===== src/rtl/pcie_rx_decode.sv =====
// Receive-side TLP decoder for the 64-bit RX stream: classifies MWr/MRd/CplD,
// realigns payload into endian-swapped qwords and counts dropped TLPs.
module pcie_rx_decode #(
    parameter int AW        = 13,
    parameter int CI_W      = 4,
    parameter bit EN_ADDR64 = 1'b1
) (
    input  logic            clock,
    input  logic            reset,
    input  logic            tvalid,
    input  logic            tlast,
    input  logic [63:0]     tdata,
    output logic            write_valid,
    output logic            read_valid,
    output logic            completion_valid,
    output logic [63:0]     data,
    output logic            upper_valid,
    output logic [AW-1:0]   address,
    output logic [9:0]      read_len,
    output logic [31:0]     rr_rc_dw2,
    output logic [7:0]      completion_tag,
    output logic [CI_W-1:0] completion_index,
    output logic [15:0]     drop_count
);
    typedef enum logic [1:0] {HDR01, HDR23, DATA} state_t;

    function automatic logic [31:0] es(input logic [31:0] dw);
        return {dw[7:0], dw[15:8], dw[23:16], dw[31:24]};
    endfunction

    state_t          r_state;
    logic            r_vld_p0;
    logic            r_last_p0;
    logic [63:0]     r_tdata_p0;
    logic            r_is_wr;
    logic            r_is_rd;
    logic            r_is_cpl;
    logic            r_is_4dw;
    logic            r_drop;
    logic            r_flush;
    logic [9:0]      r_len;
    logic [23:0]     r_req_tag;
    logic [31:0]     r_prev_hi;
    logic [AW-1:0]   r_waddr;
    logic [CI_W-1:0] r_cidx;

    logic            r_write_valid;
    logic            r_read_valid;
    logic            r_cpl_valid;
    logic            r_upper_valid;
    logic [63:0]     r_data;
    logic [AW-1:0]   r_address;
    logic [9:0]      r_read_len;
    logic [31:0]     r_rr_rc_dw2;
    logic [7:0]      r_cpl_tag;
    logic [CI_W-1:0] r_cpl_index;
    logic [15:0]     r_drop_count;

    logic [31:0]     w_lo;
    logic [31:0]     w_hi;
    logic [31:0]     w_adw;
    logic [6:0]      w_fmt_type;
    logic            w_mwr32;
    logic            w_mwr64;
    logic            w_mrd32;
    logic            w_mrd64;
    logic            w_cpld;
    logic            w_4dw;
    logic            w_drop;
    logic            w_last_odd;
    logic            w_odd_flush;
    logic [63:0]     w_payload;
    logic            w_payload_upper;
    logic [AW-1:0]   w_hdr_addr;
    logic [CI_W-1:0] w_hdr_cidx;
    logic            w_unused;

    // stage p0: register the raw RX beat
    always_ff @(posedge clock) begin
        r_tdata_p0 <= tdata;
        if (reset) begin
            r_vld_p0  <= 1'b0;
            r_last_p0 <= 1'b0;
        end else begin
            r_vld_p0  <= tvalid;
            r_last_p0 <= tlast;
        end
    end

    always_comb begin
        w_lo       = r_tdata_p0[31:0];
        w_hi       = r_tdata_p0[63:32];
        w_fmt_type = w_lo[30:24];
        w_mwr32    = (w_fmt_type == 7'h40);
        w_mwr64    = (w_fmt_type == 7'h60);
        w_mrd32    = (w_fmt_type == 7'h00);
        w_mrd64    = (w_fmt_type == 7'h20);
        w_cpld     = (w_fmt_type == 7'h4A);
        w_4dw      = w_mwr64 || w_mrd64;
        w_drop     = !(w_mwr32 || w_mwr64 || w_mrd32 || w_mrd64 || w_cpld)
                     || w_lo[14] || (w_4dw && !EN_ADDR64);
        w_adw      = r_is_4dw ? w_hi : w_lo;
        w_hdr_addr = w_adw[AW+2:3];
        w_hdr_cidx = CI_W'(w_lo[6:3]);
        w_last_odd = r_last_p0 && r_len[0];
        // 4DW payload is qword-aligned; 3DW payload straddles beats by one DW
        if (r_is_4dw) begin
            w_payload_upper = !w_last_odd;
            w_payload       = w_last_odd ? {32'h0, es(w_lo)} : {es(w_hi), es(w_lo)};
        end else begin
            w_payload_upper = 1'b1;
            w_payload       = {es(w_lo), es(r_prev_hi)};
        end
        w_odd_flush = w_last_odd && !r_is_4dw && !r_drop && (r_is_wr || r_is_cpl);
        w_unused    = ^w_adw;
    end

    // stage p1: header decode, payload emit and registered outputs
    always_ff @(posedge clock) begin
        if (reset) begin
            r_state       <= HDR01;
            r_is_wr       <= 1'b0;
            r_is_rd       <= 1'b0;
            r_is_cpl      <= 1'b0;
            r_is_4dw      <= 1'b0;
            r_drop        <= 1'b0;
            r_flush       <= 1'b0;
            r_len         <= '0;
            r_req_tag     <= '0;
            r_prev_hi     <= '0;
            r_waddr       <= '0;
            r_cidx        <= '0;
            r_write_valid <= 1'b0;
            r_read_valid  <= 1'b0;
            r_cpl_valid   <= 1'b0;
            r_upper_valid <= 1'b0;
            r_data        <= '0;
            r_address     <= '0;
            r_read_len    <= '0;
            r_rr_rc_dw2   <= '0;
            r_cpl_tag     <= '0;
            r_cpl_index   <= '0;
            r_drop_count  <= '0;
        end else begin
            r_write_valid <= 1'b0;
            r_read_valid  <= 1'b0;
            r_cpl_valid   <= 1'b0;

            // leftover DW of an odd 3DW TLP; lands in the next TLP's header slot
            if (r_flush) begin
                r_flush       <= 1'b0;
                r_data        <= {32'h0, es(r_prev_hi)};
                r_upper_valid <= 1'b0;
                if (r_is_cpl) begin
                    r_cpl_valid <= 1'b1;
                    r_cpl_index <= r_cidx;
                end else begin
                    r_write_valid <= 1'b1;
                    r_address     <= r_waddr;
                end
            end

            if (r_vld_p0) begin
                case (r_state)
                    HDR01: begin
                        r_is_wr   <= w_mwr32 || w_mwr64;
                        r_is_rd   <= w_mrd32 || w_mrd64;
                        r_is_cpl  <= w_cpld;
                        r_is_4dw  <= w_4dw;
                        r_drop    <= w_drop;
                        r_len     <= w_lo[9:0];
                        r_req_tag <= w_hi[31:8];
                        if (w_drop && r_drop_count != 16'hFFFF)
                            r_drop_count <= r_drop_count + 16'd1;
                        r_state   <= HDR23;
                    end
                    HDR23: begin
                        r_waddr   <= w_hdr_addr;
                        r_cidx    <= w_hdr_cidx;
                        r_prev_hi <= w_hi;
                        if (!r_drop && r_is_cpl)
                            r_cpl_tag <= w_lo[15:8];
                        if (!r_drop && r_is_rd) begin
                            r_read_valid <= 1'b1;
                            r_address    <= w_hdr_addr;
                            r_read_len   <= r_len;
                            r_rr_rc_dw2  <= {r_req_tag, 1'b0, w_adw[6:3], 3'd0};
                        end
                        if (w_odd_flush)
                            r_flush <= 1'b1;
                        r_state <= DATA;
                    end
                    DATA: begin
                        r_prev_hi <= w_hi;
                        if (!r_drop && (r_is_wr || r_is_cpl)) begin
                            r_data        <= w_payload;
                            r_upper_valid <= w_payload_upper;
                            if (r_is_cpl) begin
                                r_cpl_valid <= 1'b1;
                                r_cpl_index <= r_cidx;
                                r_cidx      <= r_cidx + 1'b1;
                            end else begin
                                r_write_valid <= 1'b1;
                                r_address     <= r_waddr;
                                r_waddr       <= r_waddr + 1'b1;
                            end
                        end
                        if (w_odd_flush)
                            r_flush <= 1'b1;
                    end
                    default: r_state <= HDR01;
                endcase
                if (r_last_p0)
                    r_state <= HDR01;
            end
        end
    end

    assign write_valid      = r_write_valid;
    assign read_valid       = r_read_valid;
    assign completion_valid = r_cpl_valid;
    assign data             = r_data;
    assign upper_valid      = r_upper_valid;
    assign address          = r_address;
    assign read_len         = r_read_len;
    assign rr_rc_dw2        = r_rr_rc_dw2;
    assign completion_tag   = r_cpl_tag;
    assign completion_index = r_cpl_index;
    assign drop_count       = r_drop_count;

endmodule


===== config.mk =====
export PLATFORM = sky130hd
export DESIGN_NAME = pcie_rx_decode
export DESIGN_NICKNAME = d
export VERILOG_FILES = /design/src/rtl/pcie_rx_decode.sv
export SDC_FILE = /design/constraint.sdc
export NUM_CORES = 1
export LEC_CHECK = 0
export ABC_AREA = 0
export ABC_CLOCK_PERIOD_IN_PS = 1750
export CAP_MARGIN = 5
export CORE_ASPECT_RATIO = 1.2
export CORE_MARGIN = 2
export CORE_UTILIZATION = 47
export DETAILED_ROUTE_END_ITERATION = 6
export PLACE_DENSITY_LB_ADDON = 0.1
export SLEW_MARGIN = 20
export SYNTH_ARGS = -nofsm -noshare
export SYNTH_HDL_FRONTEND = slang
export SYNTH_SLANG_ARGS = --single-unit

===== constraint.sdc =====
create_clock -name clock -period 1.75 [get_ports clock]
set_input_delay 0.35 -clock clock [delete_from_list [all_inputs] [get_ports clock]]
set_output_delay 0.35 -clock clock [all_outputs]
set_load 0.1 [all_outputs]

==> metrics.txt, run 1 <==
standard-cell rows 62; ys async rst share 0; setup slack after layout -20.17 ps; Post-Syn Instances 1339; clock tree from TritonCTS built; Hold Path Class input pin to register; clock slew at reported path FFs 60 ps; commonest non-fill, non-tap cell in the layout dfxtp_1; Max Used Layer met4; status finished, violations left; Clock Root Buffer clkbuf_16; DR iter-0 viols 710; Synth Area per Inst 8.518 sq um; flop and latch count out of synthesis 304; CTS max path bufs 3; pwr dens 825.2 nW/um^2; CP Max Fanout 16; Worst R2R Setup Slack -20 ps; synth warn 0; Critical Path RT 2190 ps; Starting Density 0.4774; FF-to-FF End drop_count[8]; Pins Over Slew Limit 0; first-pass GRT wire length 58150 um; Post-synth EDFFs 0; leak pwr 0.006682 uW; CP Class register to register; largest net degree at the start of global routing 36; crit path DAT 2210 ps; CTS Sinks 304; met2 WL 19930 um; maximum clock rate 564.9 MHz; # nets final 1681; die area 25540 sq um; Final Critical Period 1770 ps; core footprint 23890 sq um; pre-CTS setup slack -45.40 ps; hold depth 2; CP startpoint kind register; htree depth 1; failing checks setup timing; synthesized area 11410 sq um; min-delay src reset; ant diodes 0; DRT Pass-1 Iters 5; Worst-Skew Late Latency 550 ps; wl on met1 14860 um; Vias/cell 5.576; Die Wd 146.2 um; chip height 174.7 um; antenna violations before repair 0; final core occ 0.7418; RePlAce Congestion 0.9205; Routed Antenna Nets 0; gr usage total 0.2852; Max Cap Viol 0; commonest cells after routing, fill and taps aside dfxtp_1 (283), nand2_1 (249), buf_12 (168), a21oi_1 (162), nor2_1 (126); # port buffers 214; fillers 1774; launch point of the worst reg-to-reg path r_tdata_p0[14]; Tcrit/Tclk final 1.012; register area share after synthesis 0.5336; share of post-route cells with drive strength above 1 0.2634; drc violations 0; endpoints failing setup 2; IR drop worst, VDD 0.7938 mV; Worst setup EP type register; area growth from synthesis to layout 55.39%; Layout Cells excl Fill 1949; DR vias 10870; Setup crit start r_tdata_p0[14]; WL per Instance 19.88 um; Post-Route Skew 9.676 ps; Pwr Total 14630 uW; reg2reg path depth 7; ys flop type dfxtp_1; routed wire length 38740 um; Final Hold Viols 0; Netlist cell types 55; met3 wire length 2331 um; vias in the first global route 10460; IO Count 219; Worst Hold Path EP completion_valid; unrepaired setup endpoints after global routing true; DP HPWL 26750 um; placed insts 1888; total CTS buffers 29; global route total overflow 0
[registers in the layout (all words and copies together), names as in the netlist, 2 cells and up]
signal            flops
read_len             10
r_len                10
drop_count           16
r_waddr              13
completion_tag        8
address              13
data                 64
rr_rc_dw2            28
r_state               2
r_req_tag            24
r_tdata_p0           64
completion_index      4
r_cidx                4
r_prev_hi            32
[per-layer routing]
| metal | GRT usage | vias up |
|---|---|---|
| li1 | - | 5129 |
| met1 | 0.3412 | 5227 |
| met2 | 0.5169 | 419 |
| met3 | 0.04674 | 92 |
| met4 | 0.1011 | 0 |
| met5 | 0 | - |
[report_power, final]
group / switching, uW / total, uW / internal (uW) / leakage, uW
registers: 161 / 7230 / 7070 / 0.00249
logic: 492 / 885 / 392 / 0.00370
clock network: 2650 / 6510 / 3870 / 0.000493
[metrics by stage]
step	instance area [sq um]	hold WS [ps]	TNS [ps]
6_report	17720	142.3	-37.95
5_1_grt	17720	142.0	-1198
4_1_cts	17320	115.1	-44.23
3_5_place_dp	16250	443.3	-556.4
3_3_place_gp	16250	440.1	-1.898
2_1_floorplan	11580	377.7	-743.3
[cell families after synthesis]
| logic type | synth area share |
|---|---|
| xor gates and xnor gates | 0.01075 |
| adders and majority gates | 0.006582 |
| DFF | 0.5336 |
| other | 0.0003288 |
| and+or+nand+nor | 0.2127 |
| AOI/OAI and AO/OA | 0.1552 |
| buffers and inverters | 0.04245 |
| muxes | 0.03839 |
[worst max path at each step]
stage / to / slack [ps] / cells past startpoint
6_report: drop_count[8] / -20 / 7
5_1_grt: data[22] / -90 / 8
4_1_cts: drop_count[7] / -30 / 7
3_5_place_dp: data[4] / -50 / 8
3_3_place_gp: drop_count[7] / -1 / 7
2_1_floorplan: drop_count[10] / -80 / 8
[cell type report]
cell class              instances  area, sq um  share of cell area
multi-input cells             925         5240              0.2957
flip-flops and latches        304         6135              0.3461
repair buffers                339         4921              0.2777
inverters                       8        32.53            0.001836
clock buffers                  45        875.8             0.04942
clock inverters                 8        118.9            0.006707
well taps                     320        400.4             0.02259
[synth_stat cells (3+ instances only)]
master,number,area share
dfxtp_1,304,0.53
nand2_1,250,0.082
a21oi_1,166,0.073
nor2_1,146,0.048
clkbuf_1,66,0.022
nor3_1,48,0.021
o22ai_1,48,0.026
a31oi_1,34,0.019
nand3_1,31,0.014
mux2i_1,28,0.025
nand2b_1,22,0.012
buf_2,21,0.0092
o21ai_0,18,0.0079
nor2b_1,15,0.0082
mux2_2,14,0.014
xnor2_1,14,0.011
a211oi_1,12,0.0079
buf_1,11,0.0036
a22oi_1,9,0.0059
inv_1,7,0.0023
ha_1,6,0.0066
nand4_1,6,0.0033
nor4_1,6,0.0033
and4_1,5,0.0038
buf_4,5,0.0033
and3_1,4,0.0022
and2_1,3,0.0016
[critical path, cell delays in order, from the launching register on]
cell	delay, ps
dfxtp_1	310
or4_4	550
a22oi_4	220
buf_12	200
buf_6	120
a211oi_2	30
xnor2_1	170
nor2_1	50
[timing repair]
action	CTS	global route
setup buffers	0	2
gates resized for setup	9	67
endpoints found under the setup margin	63	88
hold buffers	0	0
endpoints found under the hold margin	0	0
gates cloned	1	5
pin swaps	0	10
(Power assumes the default switching activity.)
==> run 2: changes to the inputs <==
--- a/config.mk
+++ b/config.mk
@@ -11,8 +11,10 @@
 export CORE_ASPECT_RATIO = 1.2
 export CORE_MARGIN = 2
 export CORE_UTILIZATION = 47
+export CTS_BUF_LIST = sky130_fd_sc_hd__clkbuf_4 sky130_fd_sc_hd__clkbuf_8 sky130_fd_sc_hd__clkbuf_16
 export DETAILED_ROUTE_END_ITERATION = 6
 export PLACE_DENSITY_LB_ADDON = 0.1
+export SKIP_LAST_GASP = 1
 export SLEW_MARGIN = 20
 export SYNTH_ARGS = -nofsm -noshare
 export SYNTH_HDL_FRONTEND = slang
==> metrics.txt, run 2 (same netlist as run 1, synthesis figures left out) <==
status finished, violations left (unchanged); failing checks setup timing (unchanged); Worst Hold Path EP completion_valid (unchanged); maximum clock rate 538.8 MHz (was 564.9 MHz); sequential group share of total power 0.490 (was 0.494); met1 Use GR 0.3419 (was 0.3412); WL per Instance 20.04 um (was 19.88 um); Final Hold Viols 0 (unchanged); slowest CP cell a21oi_4 (was or4_4); CTS max path bufs 3 (unchanged); FF-to-FF End data[25] (was drop_count[8]); Worst-Skew Late Latency 550 ps (about the same); layer with the highest usage met2 (unchanged); die area 25540 sq um (unchanged); Pwr Total 14740 uW (was 14630 uW); reg2reg path depth 8 (was 7); GR met3 Demand/Resource 0.04648 (was 0.04674); global route total overflow 0 (unchanged); switch share 0.2248 (was 0.2257); gr usage total 0.2852 (unchanged); leak pwr 0.006758 uW (was 0.006682 uW); Layout Cells excl Fill 1951 (was 1949); total CTS buffers 29 (unchanged); Pins Over Slew Limit 0 (unchanged); area of the multi-input gates 5285 sq um (was 5240 sq um); CP startpoint kind register (unchanged); Tcrit/Tclk final 1.061 (was 1.012); pwr dens 827.9 nW/um^2 (was 825.2 nW/um^2); endpoints failing setup 19 (was 2); IO Count 219 (unchanged); # nets final 1683 (was 1681); Final Critical Period 1856 ps (was 1770 ps); CP Class register to register (unchanged); Logic pwr share 0.060 (about the same); setup_tns -809.7 ps (was -37.95 ps); DR vias 10890 (was 10870); Critical Path RT 2220 ps (was 2190 ps); setup slack after layout -106.1 ps (was -20.17 ps); standard-cell rows 62 (unchanged); commonest cells after routing, fill and taps aside dfxtp_1 (283), nand2_1 (249), buf_12 (166), a21oi_1 (164), nor2_1 (127) (was dfxtp_1 (283), nand2_1 (249), buf_12 (168), a21oi_1 (162), nor2_1 (126)); largest net degree at the start of global routing 36 (unchanged); vias in the first global route 10440 (was 10460); RePlAce Congestion 0.9205 (unchanged); hold depth 2 (unchanged); CP Max Fanout 7 (was 16); Net Switching 3315 uW (was 3301 uW); routed wire length 39110 um (was 38740 um); slowest stage delay, CP 340 ps (was 550 ps); Max Cap Viol 0 (unchanged); share of post-route cells with drive strength above 1 0.2722 (was 0.2634); min-delay src reset (unchanged); final non-filler cell area 17810 sq um (was 17720 sq um); chip height 174.7 um (unchanged); Clk pwr share 0.450 (was 0.445); unrepaired setup endpoints after global routing true (unchanged); Post-Route Skew 13.39 ps (was 9.676 ps); Hold Path Class input pin to register (unchanged); Worst setup EP type register (unchanged); crit path DAT 2330 ps (was 2210 ps); Vias/cell 5.579 (was 5.576); global-route track usage on met2 0.5163 (was 0.5169); placed insts 1888 (unchanged); # hold bufs at CTS 0 (unchanged); clock slew at reported path FFs 60 ps (about the same); internal power 11430 uW (was 11320 uW); CTS Sinks 304 (unchanged); Routed Antenna Nets 0 (unchanged); # port buffers 214 (unchanged); IR drop worst, VDD 0.7991 mV (was 0.7938 mV); area growth from synthesis to layout 56.14% (was 55.39%); ant diodes 0 (unchanged); antenna violations before repair 0 (unchanged); Starting Density 0.4774 (unchanged); htree depth 1 (unchanged); drc violations 0 (unchanged); DRT Pass-1 Iters 5 (unchanged); Post-DP Area 16250 sq um (unchanged); launch point of the worst reg-to-reg path r_state[0] (was r_tdata_p0[14]); first-pass GRT wire length 58100 um (was 58150 um); fillers 1756 (was 1774); commonest non-fill, non-tap cell in the layout dfxtp_1 (unchanged); DR iter-0 viols 767 (was 710); Worst R2R Setup Slack -110 ps (was -20 ps); Die Wd 146.2 um (unchanged); DP HPWL 26750 um (unchanged); clock tree from TritonCTS built (unchanged); Reg area 6135 sq um (unchanged); Clock Root Buffer clkbuf_16 (unchanged); worst path cell trace inv_4 > ha_4 > and3b_2 > o21ai_4 > a21oi_4 > clkbuf_16 > nor2_4 > nor3_2 (was or4_4 > a22oi_4 > buf_12 > buf_6 > a211oi_2 > xnor2_1 > nor2_1); core footprint 23890 sq um (unchanged)
-- run 2: cell types whose count changed in the layout (fill, tap and decap cells not counted), sizes merged --
cell | previous run | this run
buf | 269 | 270
clkbuf | 49 | 50
-- run 2: power groups by stage --
stage,Combinational (uW),Sequential [uW],Clock (uW)
after floorplan,391,7340,0
after global routing,943,7230,6980
final,884,7230,6630
after CTS,870,7220,6700
after global placement,854,7370,0
after detailed placement,862,7370,0
-- run 2: area by class of cell --
type                            instances  area share
Multi-Input combinational cell        925      0.2968
Clock inverter                          8    0.006674
Timing Repair Buffer                  341      0.2772
Inverter                                8    0.001827
Tap cell                              320     0.02248
Sequential cell                       304      0.3445
Clock buffer                           45     0.05065
-- run 2: worst max-delay path by stage --
stage,start,end,slack (ps),cells past startpoint
5_1_grt,r_state[0],data[25],-130,8
2_1_floorplan,drop_count[1],drop_count[10],-80,8
3_5_place_dp,r_state[0],data[4],-50,8
4_1_cts,r_tdata_p0[14],drop_count[7],-50,7
3_3_place_gp,r_tdata_p0[14],drop_count[7],-1,7
6_report,r_state[0],data[25],-110,8
-- run 2: routing by layer --
metal,part of all wire,routed length [um],up-vias
met1,0.38,14900,5231
met3,0.061,2379,100
met4,0.043,1667,0
met5,0,0,-
li1,-,-,5135
met2,0.52,20160,419
-- run 2: through the flow --
step                      setup slack [ps]  hold WS (ps)    util
final                               -106.1         137.9  0.7454
after global routing                -134.9         141.3  0.7454
after CTS                           -47.03         115.1  0.7257
after detailed placement            -45.40         443.3  0.6803
after global placement              -1.112         440.1  0.6803
after floorplan                     -78.12         377.7       -
-- run 2: worst max-delay path: cells and delay by family (launching register included) --
kind / cells / cell delay (ps)
DFF: 1 / 330
buffers and inverters: 2 / 350
AOI/OAI and AO/OA: 2 / 450
and+or+nand+nor: 3 / 460
adders and majority gates: 1 / 170
-- run 2: timing repair --
| item | CTS | global route |
|---|---|---|
| cloned | 1 | 6 |
| resized for setup | 7 | 79 |
| setup buffers | 0 | 3 |
| pin swaps | 0 | 21 |
| endpoints found under the setup margin | 63 | 90 |
